## config.mk

```make
export PLATFORM = sky130hd
export DESIGN_NAME = seq_detector_param_flat
export DESIGN_NICKNAME = d
export VERILOG_FILES = /design/src/rtl/seq_detector_param_if.sv /design/src/rtl/seq_detector_param.sv /design/src/flat_wrapper.sv
export SDC_FILE = /design/constraint.sdc
export NUM_CORES = 1
export LEC_CHECK = 0
export CORE_UTILIZATION = 40
export CTS_BUF_LIST = sky130_fd_sc_hd__clkbuf_8
export CTS_CLUSTER_DIAMETER = 40
export DETAILED_ROUTE_END_ITERATION = 10
export PLACE_DENSITY = 0.61
export REMOVE_ABC_BUFFERS = 1
export SKIP_LAST_GASP = 1
export SLEW_MARGIN = 5
export SYNTH_ARGS = -nofsm -noshare
export SYNTH_HDL_FRONTEND = slang
export SYNTH_SLANG_ARGS = --single-unit
```

## constraint.sdc

```tcl
create_clock -name clk -period 4.9 [get_ports clk]
set_input_delay 0.98 -clock clk [delete_from_list [all_inputs] [get_ports clk]]
set_output_delay 0.98 -clock clk [all_outputs]
set_load 0.05 [all_outputs]
```

## src/rtl/seq_detector_param_if.sv

```systemverilog
// rtl/seq_detector_param_if.sv - serial, config and match-result bundle for seq_detector_param
//
// Purpose: groups the serial input, configuration and match-result signals of
//          seq_detector_param so that they can be passed around as one port.
// Config macro: SEQDET_MASK_EN adds pat_mask (per-bit don't-care mask).
// Signals:
//   si, si_valid                  serial bit and its qualifier
//   cfg_load, pattern, pat_len,
//   overlap_en, pat_mask          configuration capture
//   clear                         synchronous flush
//   detected, match_count,
//   count_sat                     match results
// Modports: master drives stimulus and config; slave is the detector.
interface seq_detector_param_if #(
  parameter int MAX_LEN = 8,
  parameter int LEN_W   = 4,
  parameter int CNT_W   = 8
);
  logic               si;
  logic               si_valid;
  logic               cfg_load;
  logic [MAX_LEN-1:0] pattern;
  logic [LEN_W-1:0]   pat_len;
  logic               overlap_en;
  logic               clear;
`ifdef SEQDET_MASK_EN
  logic [MAX_LEN-1:0] pat_mask;
`endif
  logic               detected;
  logic [CNT_W-1:0]   match_count;
  logic               count_sat;

`ifdef SEQDET_MASK_EN
  modport master (
    output si, si_valid, cfg_load, pattern, pat_len, overlap_en, clear, pat_mask,
    input  detected, match_count, count_sat
  );
  modport slave (
    input  si, si_valid, cfg_load, pattern, pat_len, overlap_en, clear, pat_mask,
    output detected, match_count, count_sat
  );
`else
  modport master (
    output si, si_valid, cfg_load, pattern, pat_len, overlap_en, clear,
    input  detected, match_count, count_sat
  );
  modport slave (
    input  si, si_valid, cfg_load, pattern, pat_len, overlap_en, clear,
    output detected, match_count, count_sat
  );
`endif
endinterface

```

## src/rtl/seq_detector_param.sv

```systemverilog
// rtl/seq_detector_param.sv - runtime-programmable serial sequence detector
//
// Purpose: matches a programmable pattern of 1..MAX_LEN bits on a qualified
//          serial input, with overlapping or non-overlapping matching and a
//          saturating match counter.
// Config macro: SEQDET_MASK_EN enables the per-bit don't-care mask.
// Ports:
//   clk    rising-edge clock
//   rst_n  asynchronous active-low reset
//   bus    seq_detector_param_if.slave (si/si_valid in, config in,
//          detected/match_count/count_sat out)
module seq_detector_param #(
  parameter int MAX_LEN = 8,
  parameter int LEN_W   = 4,
  parameter int CNT_W   = 8
) (
  input  logic                 clk,
  input  logic                 rst_n,
  seq_detector_param_if.slave  bus
);

  logic [MAX_LEN-1:0] hist, hist_d;
  logic [LEN_W-1:0]   fill, fill_d;
  logic [MAX_LEN-1:0] cfg_pattern, cfg_pattern_d;
  logic [LEN_W-1:0]   cfg_len, cfg_len_d;
  logic               cfg_overlap, cfg_overlap_d;
  logic [MAX_LEN-1:0] cfg_mask, cfg_mask_d;
  logic               detected, detected_d;
  logic [CNT_W-1:0]   match_count, match_count_d;
  logic               count_sat, count_sat_d;

  logic [MAX_LEN-1:0] hist_shift;
  logic [LEN_W-1:0]   fill_inc;
  logic [MAX_LEN-1:0] len_mask;
  logic [MAX_LEN-1:0] cmp_mask;
  logic               match;

  // Match is judged on the history as it will be after accepting this sample.
  always_comb begin
    hist_shift = {hist[MAX_LEN-2:0], bus.si};
    fill_inc   = (fill >= LEN_W'(MAX_LEN)) ? LEN_W'(MAX_LEN) : fill + LEN_W'(1);
    len_mask   = '0;
    for (int i = 0; i < MAX_LEN; i++) begin
      len_mask[i] = (LEN_W'(i) < cfg_len);
    end
    cmp_mask = len_mask & ~cfg_mask;
    match    = (cfg_len != '0) && (fill_inc >= cfg_len) &&
               (((hist_shift ^ cfg_pattern) & cmp_mask) == '0);
  end

  always_comb begin
    hist_d        = hist;
    fill_d        = fill;
    cfg_pattern_d = cfg_pattern;
    cfg_len_d     = cfg_len;
    cfg_overlap_d = cfg_overlap;
    cfg_mask_d    = cfg_mask;
    detected_d    = 1'b0;
    match_count_d = match_count;
    if (bus.clear) begin
      hist_d        = '0;
      fill_d        = '0;
      match_count_d = '0;
    end else if (bus.cfg_load) begin
      // Any sample arriving alongside a config load is dropped.
      cfg_pattern_d = bus.pattern;
      cfg_len_d     = (bus.pat_len > LEN_W'(MAX_LEN)) ? LEN_W'(MAX_LEN) : bus.pat_len;
      cfg_overlap_d = bus.overlap_en;
`ifdef SEQDET_MASK_EN
      cfg_mask_d    = bus.pat_mask;
`endif
      hist_d        = '0;
      fill_d        = '0;
    end else if (bus.si_valid) begin
      hist_d = hist_shift;
      fill_d = (match && !cfg_overlap) ? '0 : fill_inc;
      if (match) begin
        detected_d = 1'b1;
        if (match_count != {CNT_W{1'b1}}) begin
          match_count_d = match_count + CNT_W'(1);
        end
      end
    end
    count_sat_d = &match_count_d;
  end

  always_ff @(posedge clk or negedge rst_n) begin
    if (!rst_n) begin
      hist        <= '0;
      fill        <= '0;
      cfg_pattern <= '0;
      cfg_len     <= '0;
      cfg_overlap <= 1'b0;
      cfg_mask    <= '0;
      detected    <= 1'b0;
      match_count <= '0;
      count_sat   <= 1'b0;
    end else begin
      hist        <= hist_d;
      fill        <= fill_d;
      cfg_pattern <= cfg_pattern_d;
      cfg_len     <= cfg_len_d;
      cfg_overlap <= cfg_overlap_d;
      cfg_mask    <= cfg_mask_d;
      detected    <= detected_d;
      match_count <= match_count_d;
      count_sat   <= count_sat_d;
    end
  end

  assign bus.detected    = detected;
  assign bus.match_count = match_count;
  assign bus.count_sat   = count_sat;

endmodule

```

## src/flat_wrapper.sv

```systemverilog
// flat-port wrapper written by rule: the top's interface ports become plain ports
module seq_detector_param_flat 
#(
  parameter int MAX_LEN = 8,
  parameter int LEN_W   = 4,
  parameter int CNT_W   = 8
)
  (clk, rst_n, bus_si, bus_si_valid, bus_cfg_load, bus_pattern, bus_pat_len, bus_overlap_en, bus_clear, bus_detected, bus_match_count, bus_count_sat);
  seq_detector_param_if #(.MAX_LEN(MAX_LEN), .LEN_W(LEN_W), .CNT_W(CNT_W)) bus_i ();
  input  logic clk;
  input  logic rst_n;
  input wire logic [$bits(bus_i.si)-1:0] bus_si;
  input wire logic [$bits(bus_i.si_valid)-1:0] bus_si_valid;
  input wire logic [$bits(bus_i.cfg_load)-1:0] bus_cfg_load;
  input wire logic [$bits(bus_i.pattern)-1:0] bus_pattern;
  input wire logic [$bits(bus_i.pat_len)-1:0] bus_pat_len;
  input wire logic [$bits(bus_i.overlap_en)-1:0] bus_overlap_en;
  input wire logic [$bits(bus_i.clear)-1:0] bus_clear;
  output wire logic [$bits(bus_i.detected)-1:0] bus_detected;
  output wire logic [$bits(bus_i.match_count)-1:0] bus_match_count;
  output wire logic [$bits(bus_i.count_sat)-1:0] bus_count_sat;
  assign bus_i.si = bus_si;
  assign bus_i.si_valid = bus_si_valid;
  assign bus_i.cfg_load = bus_cfg_load;
  assign bus_i.pattern = bus_pattern;
  assign bus_i.pat_len = bus_pat_len;
  assign bus_i.overlap_en = bus_overlap_en;
  assign bus_i.clear = bus_clear;
  assign bus_detected = bus_i.detected;
  assign bus_match_count = bus_i.match_count;
  assign bus_count_sat = bus_i.count_sat;
  seq_detector_param #(.MAX_LEN(MAX_LEN), .LEN_W(LEN_W), .CNT_W(CNT_W)) u_core (.clk(clk), .rst_n(rst_n), .bus(bus_i));
endmodule
```

# == Word-level counts from Yosys, hierarchy flattened ==
# Index checks and enable logic that the tools add are counted.
# totals
register_bits,34
in_bits,19
out_inout_bits,10
# classes
add_sub_neg,2
magnitude_cmp,11
eq_ne,1
muxes,18
n_bitwise,3
reduce_logical,9
# op_table
operator,count
2-to-1 mux 8 bit,5
2-to-1 mux 4 bit,6
2-to-1 mux 7 bit,3
"< comparator 3 x 4 -> 1 bit, first input constant",4
"adder 8 x 1 -> 8 bit, second input constant",1
bitwise AND 8 bit,1
zero test 8 bit,1
"< comparator 1 x 4 -> 1 bit, first input constant",2
"< comparator 2 x 4 -> 1 bit, first input constant",2
"inequality test 8 bit, second input constant",1
AND reduction 8 bit,1
XOR 8 bit,1
"adder 4 x 1 -> 4 bit, second input constant",1
>= comparator 4 bit,1
">= comparator 4 bit, second input constant",1
"> comparator 4 bit, second input constant",1
2-to-1 mux 1 bit,4
nonzero test 4 bit,1
logical AND 1 bit,3
nonzero test 3 bit,1
AND reduction 2 bit,1
zero test 1 bit,1
NOT 1 bit,1

# == Depth between registers and ports, before layout ==
# Gate-level depths: netlist (run 1).
# logic_depth
ltp_word,10
mapped_depth,12
depth_no_buf,11

# == Worst setup path before layout (run 1) ==
# OpenSTA, ideal clock, no wires.
# synth_timing
path_type,input-to-reg
start,in bus_si
end,reg u_core.count_sat (netlist: u_core.bus.count_sat)
arrival_ps,2761
setup_slack_ps,2071
cell_stages,8
path_buffers,1
path_cell_list,xor2_1 a21oi_1 o2111ai_2 or4_1 buf_6 or3b_1 a21oi_1 and4bb_1
# synth_between
elab_chain_len,9
# synth_lines
element,line_no,rtl
from (decl),flat_wrapper.sv:12,input wire logic [$bits(bus_i.si)-1:0] bus_si;
XOR 8 bit,seq_detector_param.sv:48,(((hist_shift ^ cfg_pattern) & cmp_mask) == '0);
bitwise AND 8 bit,seq_detector_param.sv:48,
zero test 8 bit,seq_detector_param.sv:48,
logical AND 1 bit,seq_detector_param.sv:47,match = (cfg_len != '0) && (fill_inc >= cfg_len) &&
2-to-1 mux 8 bit,seq_detector_param.sv:77,if (match) begin
2-to-1 mux 8 bit,seq_detector_param.sv:74,end else if (bus.si_valid) begin
2-to-1 mux 8 bit,seq_detector_param.sv:64,end else if (bus.cfg_load) begin
2-to-1 mux 8 bit,seq_detector_param.sv:60,if (bus.clear) begin
AND reduction 8 bit,seq_detector_param.sv:84,count_sat_d = &match_count_d;
via u_core.count_sat_d,seq_detector_param.sv:30,"logic count_sat, count_sat_d;"
to (signal assigned),seq_detector_param.sv:107,count_sat <= count_sat_d;
to (decl),seq_detector_param.sv:30,
# The timed path passes the listed nets, and every way through them passes these cells.
# A chain may end at the register's enable or synchronous reset.

# == Worst setup path after layout (run 1) ==
# layout_timing
start,in bus_si_valid
end,reg u_core.count_sat (netlist: u_core.bus.count_sat)
# layout_between
elab_chain_len,4
# layout_lines
element,line_no,rtl
from (decl),flat_wrapper.sv:13,input wire logic [$bits(bus_i.si_valid)-1:0] bus_si_valid;
2-to-1 mux 8 bit,seq_detector_param.sv:74,
2-to-1 mux 8 bit,seq_detector_param.sv:64,
2-to-1 mux 8 bit,seq_detector_param.sv:60,
AND reduction 8 bit,seq_detector_param.sv:84,
via u_core.count_sat_d,seq_detector_param.sv:30,
# The timed path passes the listed nets, and every way through them passes these cells.

==> results of run 1 <==
placed cells by master (no fill, tap or decap), drive strengths merged:
cell type and instances:
nand2 8, xor2 7, nand4 3, mux2i 10
a31oi 3, mux2 9, nor4 4, dfrtp 34
bufinv 2, and4 1, o31ai 1, buf 2
nor2b 2, xnor2 5, and4bb 1, nand3 5
clkbuf 6, or3b 2, nand3b 5, nor3 3
clkdlybuf4s50 28, nand2b 1, and3 2, ha 7
inv 10, a211oi 2, o2111ai 2, o21ai 13
a21o 1, nor2 20, or3 2, or2 4
o21a 2, a21oi 7, or4 1, o22ai 1
path summary, 6_finish.rpt:
kind	start	endpoint	slack, ns
setup / recovery	bus_si_valid	u_core.bus.count_sat$_DFF_PN0_	1.39
hold / removal	u_core.cfg_overlap$_DFFE_PN0P_	u_core.cfg_overlap$_DFFE_PN0P_	0.53
setup reg to reg	u_core.fill[0]$_DFFE_PN0P_	u_core.bus.count_sat$_DFF_PN0_	1.64
hold reg to reg	u_core.cfg_overlap$_DFFE_PN0P_	u_core.cfg_overlap$_DFFE_PN0P_	0.53
max in group asynchronous	rst_n	u_core.hist[0]$_DFFE_PN0P_	3.49
min in group asynchronous	rst_n	u_core.cfg_overlap$_DFFE_PN0P_	1.10
layer usage:
layer / up-vias / GRT usage / wire length [µm]
met3: 4 / 0.05051 / 160
met4: 0 / 0.05778 / 32
met2: 33 / 0.3002 / 1955
li1: 717 / - / -
met1: 727 / 0.2180 / 1803
met5: - / 0 / 0
cells in the mapped netlist (all sizes together):
cell / number / share of area
a211oi: 2 / 0.0081
a21o: 1 / 0.0041
a21oi: 7 / 0.019
a31oi: 3 / 0.010
and3: 2 / 0.0068
and4: 1 / 0.0047
and4bb: 1 / 0.0068
buf: 1 / 0.0061
clkbuf: 6 / 0.012
dfrtp: 34 / 0.46
ha: 7 / 0.047
inv: 10 / 0.020
mux2: 9 / 0.055
mux2i: 10 / 0.054
nand2: 8 / 0.016
nand2b: 1 / 0.0034
nand3: 5 / 0.014
nand3b: 5 / 0.020
nand4: 3 / 0.010
nor2: 20 / 0.041
nor2b: 2 / 0.0068
nor3: 3 / 0.0081
nor4: 4 / 0.014
o2111ai: 2 / 0.013
o21a: 2 / 0.0081
o21ai: 13 / 0.035
o22ai: 1 / 0.0034
o31ai: 1 / 0.0041
or2: 4 / 0.014
or3: 2 / 0.0068
or3b: 2 / 0.0095
or4: 1 / 0.0041
xnor2: 5 / 0.024
xor2: 7 / 0.033
through the flow:
step	hold WS [ns]	util
3_3_place_gp	0.4990	0.4935
5_1_grt	0.5587	0.5258
3_5_place_dp	0.5039	0.4935
4_1_cts	0.5288	0.5258
6_report	0.5271	0.5258
2_1_floorplan	0.4811	-
area by class of cell:
class / instances / area, µm²
Fill cell: 405 / 2093
Inverter: 10 / 37.54
Timing Repair Buffer: 30 / 295.3
Clock buffer: 6 / 82.58
Multi-Input combinational cell: 134 / 929.6
Clock inverter: 2 / 60.06
Sequential cell: 34 / 850.8
Tap cell: 52 / 65.06
power by group through the flow:
| stage | clock network [mW] | registers [mW] | logic, mW |
|---|---|---|---|
| after floorplan | 0 | 0.313 | 0.0541 |
| after global routing | 0.336 | 0.315 | 0.100 |
| final | 0.319 | 0.313 | 0.0892 |
| after global placement | 0 | 0.317 | 0.0879 |
| after CTS | 0.327 | 0.312 | 0.0905 |
| after detailed placement | 0 | 0.318 | 0.0901 |
state kept, by name, summed over array words and instances, names as in the netlist:
name                    flops
u_core.cfg_overlap          1
u_core.bus.detected         1
u_core.bus.match_count      8
u_core.hist                 7
u_core.fill                 4
u_core.cfg_pattern          8
u_core.bus.count_sat        1
u_core.cfg_len              4
worst max-delay path, delay by kind of cell:
kind | cells | cell delay (ns)
buffers and inverters | 1 | 0.81
AO/OA/AOI/OAI | 2 | 0.35
AND/OR/NAND/NOR | 4 | 1.58
cell families after synthesis:
family / after synthesis
simple gates: 64
buf+inv: 17
mux: 19
fa+ha+maj: 7
xor+xnor: 12
flops: 34
compound gates: 32
==> impl_metrics.csv, run 1 <==
group,metric,value,unit
run_status,outcome,"finished, final reports clean",
sta,hold_viol_final,0,
setup_path,end_kind,"flop",
logic_synthesis,postSynthAreaPerCell,10.01,µm²
cts,cts_resized,0,
cts,clk_latency,0.29,ns
job,drv_cap,0,
placed_design,portBuffers,28,
sta,tns,0,ns
finish,final-instance-count-excl-fill,268,
grt,antenna_found_initial,0,
sta,finalSetupViolations,0,
die,initial_utilization,0.4195,
detailed_routing,vias_per_cell,5.526,
sta,maxSlewViolCount,0,
die,die-area,4906,µm²
finish,nNetsFinal,241,
grt,grt_pass1_wl,6879,µm
finish,fin_area,2321,µm²
min_path,hold_depth,1,
grt,grt_pass1_vias,1487,
sta,rsz0062_at_grt,"false",
finish,drive_gt1_frac,0.09722,
logic_synthesis,syn_inst,185,
logic_synthesis,ys_seq_elements,34,
sta,min_period,3.511,ns
setup_path,crit_arrival,3.73,ns
power_and_ir_drop,power_density,310.6,nW/µm²
cts,h-tree-depth,2,
logic_synthesis,synthMuxAreaShare,0.1088,
cts,cts_sinks,34,
cts,clk_transition_reported_paths,0.07,ns
placed_design,placedCellCount,260,
setup_path,cp-start-kind,"primary input",
logic_synthesis,synthSimpleGateAreaFrac,0.1845,
power_and_ir_drop,seqPwrFrac,0.434,
power_and_ir_drop,p_sw_frac,0.2249,
detailed_routing,num_vias,1481,
grt,grt_max_degree,35,
min_path,holdCritPathClass,"flop to flop",
setup_path,crit_chain,"clkdlybuf4s50_1 -> nor2b_1 -> o21ai_0 -> or4_1 -> or3_1 -> a211oi_1 -> and4bb_1",
die,fp-row-count,24,
power_and_ir_drop,p_switching,0.1621,mW
cts,cts_setup_buffers,0,
setup_path,critPathSlowestCell,"clkdlybuf4s50_1",
placed_design,place.detailed.hpwl,2869,µm
placed_design,gp_congestion,0.8152,
placed_design,dp_slack,1.134,ns
setup_path,worstSetupPathType,"primary input to flop",
sta,post-route-period-util,0.7165,
detailed_routing,first_pass_iters,4,
die,io_pins,29,
power_and_ir_drop,power,0.7210,mW
logic_synthesis,yosysUniqueCellTypes,38,
detailed_routing,ant_nets,0,
setup_path,path_max_fanout,11,
cts,cts_made_buffers,5,
grt,grtUsageTotal,0.1777,
sta,timing.final.ws_setup,1.389,ns
die,core_area,4414,µm²
logic_synthesis,synth_top_family_by_area,"simple AND/OR/NAND/NOR gates",
placed_design,dpl-instance-area,2178,µm²
logic_synthesis,synth-compound-area-share,0.1047,
sta,relSlewSlack,0.6405,
logic_synthesis,synth.yosys.warnings,0,
power_and_ir_drop,internal_power,0.5588,mW
cts,cts_tree,"built",
logic_synthesis,seq_area_frac_synth,0.4595,
setup_path,worst_path_largest_cell_delay,0.81,ns
detailed_routing,wire_per_inst,14.75,µm
sta,fmax,0.2848,GHz
setup_path,worst_r2r_path_depth,11,
detailed_routing,wl,3952,µm
logic_synthesis,synthAdderAreaFrac,0.04730,
sta,tightestPinTransition,0.5376,ns
power_and_ir_drop,pwr-share-comb,0.124,
finish,antennaDiodeCount,0,
cts,cts-hold-fix-buffers,0,
logic_synthesis,syn_area,1852,µm²
sta,skew,0.008944,ns
detailed_routing,drc,0,
grt,grt_remaining_overflow,0,
power_and_ir_drop,peakVddDrop,0.2087,mV
die,die_w,70.04,µm
detailed_routing,drt_iter0_markers,53,
finish,area_growth_syn_to_layout,25.34,%
die,die_h,70.04,µm
setup_path,critical_path_required,5.12,ns
power_and_ir_drop,leakagePower,0.9873,nW
cts,clockBufferDepth,2,
power_and_ir_drop,clockPowerShare,0.443,
logic_synthesis,synthXorXnorAreaFrac,0.05676,
cts,ctsRootBufferMaster,"clkbuf_8",
Note: power is estimated with default switching activity, not from simulation.
==> run 2: changes to the inputs <==
PLACE_DENSITY = 0.64   (was 0.61)
clock period = 3 ns   (was 4.9 ns; I/O delays follow)
==> run 2 against run 1 <==
- clock power up 6%
- global-route usage is essentially flat
- register-to-register slack worse by 1.5 ns
- clock-buffer cell count stayed put
- die area did not move
- power is 40% higher
- utilization is 1.1 points higher
- largest cell class unchanged
==> impl_metrics.csv, run 2 (synthesis results as in run 1) <==
group,metric,value,unit
run_status,outcome,"finished, final reports clean",
placed_design,gp_congestion,0.7928,
die,die_w,70.04,µm
sta,hold_viol_final,0,
placed_design,place.detailed.hpwl,2810,µm
setup_path,cp-start-kind,"flop",
power_and_ir_drop,power_density,426.8,nW/µm²
die,initial_utilization,0.4195,
sta,rsz0062_at_grt,"false",
sta,tightestPinTransition,0.4952,ns
sta,tns,0,ns
sta,relSlewSlack,0.6688,
power_and_ir_drop,leakagePower,1.004,nW
sta,min_period,2.867,ns
finish,final_common_cell,"dfrtp_1",
detailed_routing,drc,0,
finish,area_growth_syn_to_layout,27.91,%
die,die_h,70.04,µm
finish,nNetsFinal,249,
die,fp-row-count,24,
cts,cts_sinks,34,
cts,clockBufferDepth,2,
grt,grtUsageMet2,0.2639,
grt,antenna_found_initial,0,
sta,finalSetupViolations,0,
power_and_ir_drop,peakVddDrop,0.2630,mV
cts,h-tree-depth,2,
die,die-area,4906,µm²
setup_path,worstSetupPathType,"flop to flop",
setup_path,crit_arrival,3.09,ns
setup_path,critical_path_required,3.23,ns
detailed_routing,num_vias,1470,
grt,grt_busiest_layer,"met2",
finish,reg_top3,"u_core.bus.match_count x8, u_core.cfg_pattern x8, u_core.hist x7",
setup_path,path_max_fanout,5,
finish,drive_gt1_frac,0.1563,
grt,grtUsageTotal,0.1773,
cts,clk_transition_reported_paths,0.06,ns
cts,cts_tree,"built",
detailed_routing,wl,3817,µm
die,core_area,4414,µm²
detailed_routing,ant_nets,0,
cts,cts_made_buffers,5,
grt,grt_max_degree,35,
grt,use_met3,0.04329,
detailed_routing,wire_per_inst,13.83,µm
min_path,holdCritPathClass,"flop to flop",
cts,clk_latency,0.29,ns
cts,ctsRootBufferMaster,"clkbuf_8",
detailed_routing,vias_per_cell,5.326,
sta,holdWs,0.5257,ns
grt,grt_pass1_vias,1395,
grt,gr-usage-met1,0.2412,
placed_design,dpl-instance-area,2231,µm²
detailed_routing,first_pass_iters,5,
finish,fill_cells,416,
finish,fin_area,2369,µm²
finish,fin_util,0.5366,
finish,mostFrequentLayoutCells,"dfrtp_1 (34), clkdlybuf4s50_1 (28), nor2_1 (19), inv_1 (11)",
job,drv_cap,0,
die,io_pins,29,
setup_path,end_kind,"flop",
sta,maxSlewViolCount,0,
placed_design,portBuffers,28,
sta,fmax,0.3488,GHz
finish,antennaDiodeCount,0,
grt,grt_remaining_overflow,0,
grt,grt_pass1_wl,6644,µm
sta,post-route-period-util,0.9556,
detailed_routing,drt_iter0_markers,42,
cts,cts-hold-fix-buffers,0,
sta,skew,0.002627,ns
run 2: cell types whose count changed in the layout (fill, tap and decap cells not counted), sizes merged:
| cell | previous run | this run |
|---|---|---|
| buf | 2 | 10 |
| bufinv | 2 | 0 |
| clkinv | 0 | 1 |
| inv | 10 | 11 |
run 2: layout make-up:
type / instances / area [µm²] / share of cell area
Clock inverter: 2 / 8.758 / 0.003698
Timing Repair Buffer: 38 / 355.3 / 0.1500
Clock buffer: 6 / 82.58 / 0.03487
Multi-Input combinational cell: 134 / 968.4 / 0.4089
Inverter: 10 / 37.54 / 0.01585
Tap cell: 52 / 65.06 / 0.02747
Sequential cell: 34 / 850.8 / 0.3592
run 2: critical path, stage by stage, from the launching register on:
cell,delay [ns]
dfrtp_1,0.41
ha_2,0.21
xnor2_2,0.18
nor2_2,0.08
ha_4,0.26
o21a_1,0.11
o22ai_1,0.07
a21o_1,0.17
or4_4,0.57
or3_4,0.39
a211oi_2,0.17
and4bb_1,0.20
run 2: per-layer routing:
layer / part of all wire / vias to the layer above
li1: - / 730
met3: 0.030 / 7
met1: 0.49 / 706
met4: 0.023 / 0
met2: 0.46 / 27
met5: 0 / -
run 2: worst paths after layout:
check	start	endpoint	slack, ns	depth (start not counted)
setup / recovery	u_core.fill[1]$_DFFE_PN0P_	u_core.bus.count_sat$_DFF_PN0_	0.13	11
hold / removal	u_core.cfg_pattern[5]$_DFFE_PN0P_	u_core.cfg_pattern[5]$_DFFE_PN0P_	0.53	1
setup reg to reg	u_core.fill[1]$_DFFE_PN0P_	u_core.bus.count_sat$_DFF_PN0_	0.13	11
hold reg to reg	u_core.cfg_pattern[5]$_DFFE_PN0P_	u_core.cfg_pattern[5]$_DFFE_PN0P_	0.53	1
max in group asynchronous	rst_n	u_core.hist[4]$_DFFE_PN0P_	1.99	2
min in group asynchronous	rst_n	u_core.cfg_pattern[1]$_DFFE_PN0P_	0.71	2
run 2: repair_timing:
action / in CTS / in global routing
resized for setup: 0 / 8
hold endpoints to repair: 0 / 0
endpoints found under the setup margin: 0 / 2
setup buffers: 0 / 1
run 2: where the power goes:
part           switching (mW)  total, mW  internal [mW]
Combinational          0.0769      0.161         0.0842
Sequential             0.0268      0.511          0.485
Clock                   0.157      0.338          0.181
Total                   0.261       1.01          0.750
run 2: per-stage QoR:
step	setup WS (ns)	cells	power, mW
floorplan	0.05364	178	0.6004
global placement	0.06353	267	0.6755
detailed placement	0.03558	267	0.6794
CTS	0.02874	275	1.024
global route	0.002185	276	1.071
finish	0.1333	276	1.011
